## src/rtl/alu_seq_pkg.sv

```systemverilog
`default_nettype none
// +--------------------------------------------------------------------+
// | alu_seq_pkg : opcodes, FSM states and defaults for alu_seq          |
// | Rev 1.0                                                             |
// +--------------------------------------------------------------------+
package alu_seq_pkg;

  localparam int DEFAULT_WIDTH = 32;

  typedef enum logic [4:0] {
    OP_ADD    = 5'd0,
    OP_SUB    = 5'd1,
    OP_AND    = 5'd2,
    OP_OR     = 5'd3,
    OP_XOR    = 5'd4,
    OP_SLL    = 5'd5,
    OP_SRL    = 5'd6,
    OP_SRA    = 5'd7,
    OP_SLT    = 5'd8,
    OP_SLTU   = 5'd9,
    OP_MUL    = 5'd10,
    OP_MULH   = 5'd11,
    OP_MULHSU = 5'd12,
    OP_MULHU  = 5'd13,
    OP_DIV    = 5'd14,
    OP_DIVU   = 5'd15,
    OP_REM    = 5'd16,
    OP_REMU   = 5'd17
  } alu_op_t;

  typedef enum logic [1:0] {
    IDLE = 2'd0,
    CALC = 2'd1,
    DONE = 2'd2
  } state_t;

endpackage
`default_nettype wire

```

## src/rtl/alu_seq_muldiv.sv

```systemverilog
`default_nettype none
// +--------------------------------------------------------------------+
// | alu_seq_muldiv : iterative shift-add multiplier / restoring divider |
// | Rev 1.0                                                             |
// +--------------------------------------------------------------------+
module alu_seq_muldiv
  import alu_seq_pkg::*;
#(
  parameter int WIDTH = DEFAULT_WIDTH
) (
  input  logic             CLK,
  input  logic             RSTa,
  input  logic             load,
  input  logic [4:0]       op,
  input  logic [WIDTH-1:0] a,
  input  logic [WIDTH-1:0] b,
  output logic [WIDTH-1:0] result,
  output logic             last
);

  localparam int                 c_cnt_w    = $clog2(WIDTH);
  localparam logic [c_cnt_w-1:0] c_cnt_init = c_cnt_w'(WIDTH - 1);

  logic [c_cnt_w-1:0] r_cnt;
  logic               r_run, r_div, r_qneg, r_rneg;
  logic [4:0]         r_op;
  logic [WIDTH-1:0]   r_hi, r_lo, r_m;

  logic               w_signed_a, w_signed_b, w_a_neg, w_b_neg, w_is_div, w_fit;
  logic [WIDTH-1:0]   w_a_mag, w_b_mag, w_hi_n, w_lo_n, w_diff, w_q, w_r;
  logic [WIDTH:0]     w_sum, w_shift;
  logic [2*WIDTH-1:0] w_prod;

  assign w_signed_b = (op == OP_MUL) || (op == OP_MULH) || (op == OP_DIV) || (op == OP_REM);
  assign w_signed_a = w_signed_b || (op == OP_MULHSU);
  assign w_a_neg    = w_signed_a && a[WIDTH-1];
  assign w_b_neg    = w_signed_b && b[WIDTH-1];
  assign w_a_mag    = w_a_neg ? -a : a;
  assign w_b_mag    = w_b_neg ? -b : b;
  assign w_is_div   = (op >= OP_DIV);

  // hi:lo is the product shifting right, or remainder:quotient shifting left
  assign w_sum   = {1'b0, r_hi} + (r_lo[0] ? {1'b0, r_m} : '0);
  assign w_shift = {r_hi, r_lo[WIDTH-1]};
  assign w_fit   = (w_shift >= {1'b0, r_m});
  assign w_diff  = w_shift[WIDTH-1:0] - r_m;

  always_comb begin
    if (r_div) begin
      w_hi_n = w_fit ? w_diff : w_shift[WIDTH-1:0];
      w_lo_n = {r_lo[WIDTH-2:0], w_fit};
    end else begin
      w_hi_n = w_sum[WIDTH:1];
      w_lo_n = {w_sum[0], r_lo[WIDTH-1:1]};
    end
  end

  assign w_prod = r_qneg ? -{w_hi_n, w_lo_n} : {w_hi_n, w_lo_n};
  assign w_q    = r_qneg ? -w_lo_n : w_lo_n;
  assign w_r    = r_rneg ? -w_hi_n : w_hi_n;

  always_comb begin
    result = '0;
    case (r_op)
      OP_MUL:                       result = w_prod[WIDTH-1:0];
      OP_MULH, OP_MULHSU, OP_MULHU: result = w_prod[2*WIDTH-1:WIDTH];
      OP_DIV, OP_DIVU:              result = w_q;
      OP_REM, OP_REMU:              result = w_r;
      default:                      result = '0;
    endcase
  end

  assign last = r_run && (r_cnt == '0);

  always_ff @(posedge CLK) begin
    if (RSTa) begin
      r_cnt  <= '0;
      r_run  <= 1'b0;
      r_div  <= 1'b0;
      r_qneg <= 1'b0;
      r_rneg <= 1'b0;
      r_op   <= OP_ADD;
      r_hi   <= '0;
      r_lo   <= '0;
      r_m    <= '0;
    end else if (load) begin
      r_cnt  <= c_cnt_init;
      r_run  <= 1'b1;
      r_div  <= w_is_div;
      r_qneg <= w_a_neg ^ w_b_neg;
      r_rneg <= w_a_neg;
      r_op   <= op;
      r_hi   <= '0;
      r_lo   <= w_is_div ? w_a_mag : w_b_mag;
      r_m    <= w_is_div ? w_b_mag : w_a_mag;
    end else if (r_run) begin
      r_hi <= w_hi_n;
      r_lo <= w_lo_n;
      if (r_cnt == '0) r_run <= 1'b0;
      else             r_cnt <= r_cnt - 1'b1;
    end
  end

endmodule
`default_nettype wire

```

## src/rtl/alu_seq.sv

```systemverilog
`default_nettype none
// +--------------------------------------------------------------------+
// | alu_seq : sequential RV32IM ALU with Start/Done handshake           |
// | Rev 1.0                                                             |
// +--------------------------------------------------------------------+
module alu_seq
  import alu_seq_pkg::*;
#(
  parameter int WIDTH = DEFAULT_WIDTH
) (
  input  logic             CLK,
  input  logic             RSTa,
  input  logic             Start,
  input  logic [4:0]       ALU_operation,
  input  logic [WIDTH-1:0] A,
  input  logic [WIDTH-1:0] B,
  output logic [WIDTH-1:0] res,
  output logic             zero,
  output logic             Busy,
  output logic             Done
);

  localparam int               c_sh_w    = $clog2(WIDTH);
  localparam logic [WIDTH-1:0] c_min_neg = {1'b1, {(WIDTH-1){1'b0}}};

  state_t             r_state, w_state_nxt;
  logic [WIDTH-1:0]   r_res, w_alu, w_md_result;
  logic               r_zero, w_accept, w_is_md, w_div_op, w_div_spec, w_load, w_md_last;
  logic [c_sh_w-1:0]  w_shamt;

  assign w_shamt    = B[c_sh_w-1:0];
  assign w_accept   = Start && (r_state != CALC);
  assign w_is_md    = (ALU_operation >= OP_MUL) && (ALU_operation <= OP_REMU);
  assign w_div_op   = (ALU_operation >= OP_DIV) && (ALU_operation <= OP_REMU);
  assign w_div_spec = w_div_op && ((B == '0) ||
                      (((ALU_operation == OP_DIV) || (ALU_operation == OP_REM)) &&
                       (A == c_min_neg) && (B == '1)));
  assign w_load     = w_accept && w_is_md && !w_div_spec;

  // Divide rows only matter for the zero-divisor / overflow shortcuts
  always_comb begin
    w_alu = '0;
    case (ALU_operation)
      OP_ADD:          w_alu = A + B;
      OP_SUB:          w_alu = A - B;
      OP_AND:          w_alu = A & B;
      OP_OR:           w_alu = A | B;
      OP_XOR:          w_alu = A ^ B;
      OP_SLL:          w_alu = A << w_shamt;
      OP_SRL:          w_alu = A >> w_shamt;
      OP_SRA:          w_alu = $signed(A) >>> w_shamt;
      OP_SLT:          w_alu = {{(WIDTH-1){1'b0}}, ($signed(A) < $signed(B))};
      OP_SLTU:         w_alu = {{(WIDTH-1){1'b0}}, (A < B)};
      OP_DIV, OP_DIVU: w_alu = (B == '0) ? '1 : A;
      OP_REM, OP_REMU: w_alu = (B == '0) ? A : '0;
      default:         w_alu = '0;
    endcase
  end

  always_comb begin
    w_state_nxt = r_state;
    case (r_state)
      IDLE, DONE: begin
        if (w_accept) w_state_nxt = w_load ? CALC : DONE;
        else          w_state_nxt = IDLE;
      end
      CALC:    if (w_md_last) w_state_nxt = DONE;
      default: w_state_nxt = IDLE;
    endcase
  end

  always_ff @(posedge CLK) begin
    if (RSTa) begin
      r_state <= IDLE;
      r_res   <= '0;
      r_zero  <= 1'b1;
    end else begin
      r_state <= w_state_nxt;
      if (w_accept && !w_load) begin
        r_res  <= w_alu;
        r_zero <= (w_alu == '0);
      end else if ((r_state == CALC) && w_md_last) begin
        r_res  <= w_md_result;
        r_zero <= (w_md_result == '0);
      end
    end
  end

  alu_seq_muldiv #(
    .WIDTH (WIDTH)
  ) u_muldiv (
    .CLK    (CLK),
    .RSTa   (RSTa),
    .load   (w_load),
    .op     (ALU_operation),
    .a      (A),
    .b      (B),
    .result (w_md_result),
    .last   (w_md_last)
  );

  assign res  = r_res;
  assign zero = r_zero;
  assign Busy = (r_state == CALC);
  assign Done = (r_state == DONE);

endmodule
`default_nettype wire

```

## config.mk

```make
export PLATFORM = sky130hd
export DESIGN_NAME = alu_seq
export DESIGN_NICKNAME = d
export VERILOG_FILES = /design/src/rtl/alu_seq_pkg.sv /design/src/rtl/alu_seq_muldiv.sv /design/src/rtl/alu_seq.sv
export SDC_FILE = /design/constraint.sdc
export NUM_CORES = 1
export LEC_CHECK = 0
export ABC_AREA = 0
export CELL_PAD_IN_SITES_DETAIL_PLACEMENT = 2
export CELL_PAD_IN_SITES_GLOBAL_PLACEMENT = 2
export CORE_MARGIN = 2
export CORE_UTILIZATION = 37
export CTS_BUF_LIST = sky130_fd_sc_hd__clkbuf_2
export CTS_CLUSTER_DIAMETER = 80
export DETAILED_ROUTE_END_ITERATION = 6
export PLACE_DENSITY = 0.83
export REMOVE_ABC_BUFFERS = 1
export SLEW_MARGIN = 20
export SYNTH_ARGS = -nofsm -noshare
export SYNTH_HDL_FRONTEND = slang
export SYNTH_SLANG_ARGS = --single-unit
```

## constraint.sdc

```tcl
create_clock -name CLK -period 7.15 [get_ports CLK]
set_clock_uncertainty 0.1 [all_clocks]
set_input_delay 1.0725 -clock CLK [delete_from_list [all_inputs] [get_ports CLK]]
set_output_delay 1.0725 -clock CLK [all_outputs]
set_load 0.02 [all_outputs]
```

==> summary.md <==
| Metric | Value |
|---|---|
| Outcome | finished clean |
| Gr ovfl total | 0 |
| Critical path startpoint | u_muldiv.r_lo[0] |
| Max-Cap Viols | 0 |
| CP Max Fanout | 15 |
| Initial core utilization | between 30% and 40% |
| Place WS | between 0.2 and 0.25 ns |
| Reg clk slew, reported paths | 0.29 ns |
| R2R depth | 19 |
| Worst R2R Start | u_muldiv.r_lo[0] |
| DR WL/cell | 31.53 µm |
| Yosys warns | 0 |
| Max Clk Rate | 147.4 MHz |
| Yosys top cell by area | dfxtp_1 |
| Post-Syn Instances | around 3600 |
| Worst setup SP type | register |
| Post-synth EDFFs | 0 |
| Clk root buf | clkbuf_2 |
| IO Pins | 107 |
| DIE AREA | ~71000 µm² |
| Yosys reg bits | 145 |
| # clock sinks | 145 |
| Tcrit/Tclk final | a little over nine tenths |
| DR vias | 30810 |
| Drt first pass iters | 6 |
| Clock Latency Late Sink | approximately 0.90 ns |
| Pwr per Cell Area | approximately 140 nW/µm² |
| Rel. slew slack | about a quarter |
| Setup Viol. Count Final | 0 |
| Tmin final | about 6.8 ns |
| Sequential element share of the synthesized area | 11.39% |
| H-tree Lvls | 4 |
| Top-area cell type share of the netlist area | between 10% and 20% |
| Crit path capture | zero |
| Core area | 68350 µm² |
| GRT Max-Usage Layer | met2 |
| R2r endpoint | zero |
| CP max stage cell | dfxtp_1 |
| Routed vias/inst | slightly below 7 |
| CTS tree | built |
| Max-slew violation count | 0 |
| Met3 Use GR | under 10% |
| Final Net Count | roughly 3900 |
| PortBufs | around 110 |
| DRT iter0 DRCs | roughly 2500 |
| R2r setup slk | 0.37 ns |
| Top cells by area, synth | dfxtp_1 (11%), ha_1 (8.2%), a21oi_1 (6.3%), mux4_2 (6.3%), nand2_1 (6.0%) |
| Yosys cell types | 121 |
| Setup_tns | 0 ns |
| Antenna violations before repair | 8 |
| Area grow syn2layout | 10.01% |
| Total GRT Usage | around 39% |
| Slew of the pin with the lowest slew margin | 1.143 ns |
| Vias in the first global route | 31960 |
| Hold Buf Count CTS | 0 |
| Critical path arrival | between 7 and 8 ns |
| DP HPWL | 111.8 mm |
| Row cnt | 96 |
| Met1 GRT Util | a little under half |
| Layout cell share with drive strength beyond 1 | between 10 and 15% |
| Min-delay src | u_muldiv.r_m[26] |
| Post-synth top flop | dfxtp_1 |
| DP Cell Count | about 4500 |
| Num CTS Buffers | 17 |
| Number of remaining DRC errors | 0 |
| First-pass GRT wire length | between 200 and 250 mm |
| Die X | between 200 and 300 µm |
| Synthesized cell area | ~25000 µm² |
| Total routed wirelength | between 100 and 150 mm |
| Clk buf depth | 2 |
| Final hold viol count | 0 |
| CP required | between 7 and 8 ns |
| Setup CP Type | reg -> reg |
| Avg Cell Area, Syn | about 7.0 µm² |
| Global placement routability congestion | 1.018 |
| Ys async rst share | 0% |
| Hold Crit Class | reg -> reg |
| # fillers | 8099 |
| Layout Cells excl Fill | between 4000 and 5000 |
| Largest net degree at the start of global routing | 71 |
| Leak Pwr | between 10 and 15 nW |
| GR Layer Usage met2 | roughly 66% |
| Setup ws final | roughly 0.37 ns |
| Peak supply drop | approximately 0.086 mV |
| Final antenna-violating net count | 0 |
| CP max stage delay | between 0.7 and 0.8 ns |
| Crit. End Element | register |
| Die Height | between 200 and 300 µm |
| Critical path, cell by cell | and2_1, ha_1, a211oi_1, o21ai_1, a2bb2oi_4, o21ai_0, xnor2_1, o32ai_1, nor3_2, or3b_4, nor4_2, mux2i_1, nor2_1, or4b_1, nor4_1, buf_4, nand4b_1, or4_1, o311ai_1 |
[cells in the final DEF (no fill, tap or decap), types with 28 or more instances in the layout]
master	n
nand2_1	405
nor2_1	395
a21oi_1	320
o21ai_0	206
ha_1	168
buf_4	159
inv_1	157
dfxtp_1	143
xnor2_1	128
o211ai_1	125
clkdlybuf4s50_1	99
mux2i_1	87
nor3_1	87
nand3_1	79
a211oi_1	75
mux4_2	71
a21o_1	50
nand4_1	50
and2_1	47
a31oi_1	45
xor2_1	36
nor4_1	34
nand2b_1	32
or3_1	29
and3_1	28
[sequential cells by signal (all words and copies together), names as in the netlist]
name / cells
r_state: 2
zero: 1
u_muldiv.r_m: 32
u_muldiv.r_lo: 32
u_muldiv.r_qneg: 1
u_muldiv.r_run: 1
u_muldiv.r_div: 1
u_muldiv.r_rneg: 1
res: 32
u_muldiv.r_hi: 32
u_muldiv.r_cnt: 5
u_muldiv.r_op: 5
[worst max-delay path: cells and delay by family, from the launching register on]
family / cells / cell delay (ns)
multiplexers: 1 / 0.24
XOR/XNOR: 1 / 0.29
AO/OA/AOI/OAI: 6 / 1.41
AND/OR/NAND/NOR: 9 / 3.44
flip-flops: 1 / 0.77
buffers and inverters: 1 / 0.16
adder cells (fa/ha/maj): 1 / 0.27
[cells by family (layout without fill, tap and decap cells)]
kind of cell               count (synthesis)  after routing  share of synthesized area [%]
adders and majority gates                172            172                          8.560
buffers and inverters                    456            453                          7.176
and+or+nand+nor                         1313           1313                          24.53
other                                      0              3                              0
AOI/OAI and AO/OA                       1193           1193                          32.00
xor gates and xnor gates                 164            164                          5.635
muxes                                    180            180                          10.71
DFF                                      145            145                          11.39
[worst min-delay path by stage]
| stage | end | cells after the start | slack (ns) |
|---|---|---|---|
| 4_1_cts | u_muldiv.r_m[0] | 3 | 0.38 |
| 3_3_place_gp | u_muldiv.r_m[4] | 2 | 0.35 |
| 2_1_floorplan | u_muldiv.r_op[0] | 2 | 0.33 |
| 5_1_grt | u_muldiv.r_m[5] | 2 | 0.41 |
| 6_report | u_muldiv.r_m[26] | 2 | 0.39 |
| 3_5_place_dp | u_muldiv.r_m[4] | 2 | 0.36 |
[per-stage QoR]
step           area (µm²)  total power [mW]  hold slack (ns)  util, %
6_report            28040             4.020           0.3917    41.03
5_1_grt             28040             4.179           0.4127    41.03
4_1_cts             28020             3.955           0.3799    40.99
3_5_place_dp        27670             3.240           0.3625    40.49
3_3_place_gp        27670             3.177           0.3529    40.49
2_1_floorplan       24260             2.289           0.3305        -
[repair_timing]
item | 4_1_cts | 5_1_grt
setup endpoints to repair | 1 | 2
buffers inserted | 0 | 0
gates resized for setup | 1 | 3
[layer usage]
layer,part of all wire [%],wire [µm]
met4,7.6,10740
met5,0.020,29
met2,47,66800
met1,39,55870
met3,6.1,8596
[synth_stat cells, types with 22 or more instances]
| library cell | count |
|---|---|
| nand3_1 | 79 |
| a31oi_1 | 45 |
| o41ai_1 | 23 |
| nand4_1 | 50 |
| a21oi_1 | 320 |
| and3_1 | 28 |
| or3_1 | 29 |
| buf_1 | 28 |
| nor3_1 | 91 |
| o211ai_1 | 125 |
| mux2i_1 | 87 |
| a21o_1 | 50 |
| nor2b_1 | 22 |
| and2_1 | 47 |
| o21ai_0 | 206 |
| nand2b_1 | 32 |
| nor4_1 | 37 |
| o31ai_1 | 26 |
| ha_1 | 168 |
| a211oi_1 | 75 |
| mux4_2 | 71 |
| xor2_1 | 36 |
| xnor2_1 | 128 |
| dfxtp_1 | 145 |
| buf_2 | 37 |
| nor2_1 | 398 |
| nand2_1 | 405 |
| inv_1 | 157 |
| clkbuf_1 | 219 |
[area by class of cell]
class / count / area [µm²] / share of cell area, %
clock inverters: 14 / 251.5 / 0.8968
multi-input cells: 3022 / 20850 / 74.35
flip-flops and latches: 145 / 2910 / 10.38
diodes: 3 / 7.507 / 0.02677
well taps: 882 / 1104 / 3.935
repair buffers: 263 / 2240 / 7.986
inverters: 159 / 596.8 / 2.128
clock buffers: 17 / 85.08 / 0.3034
[where the power goes]
part | total [mW] | internal (mW) | switching [mW]
Sequential | 0.927 | 0.855 | 0.0715
Clock | 0.689 | 0.306 | 0.383
Combinational | 2.40 | 0.801 | 1.60
Power figures use the tool's default switching activity.
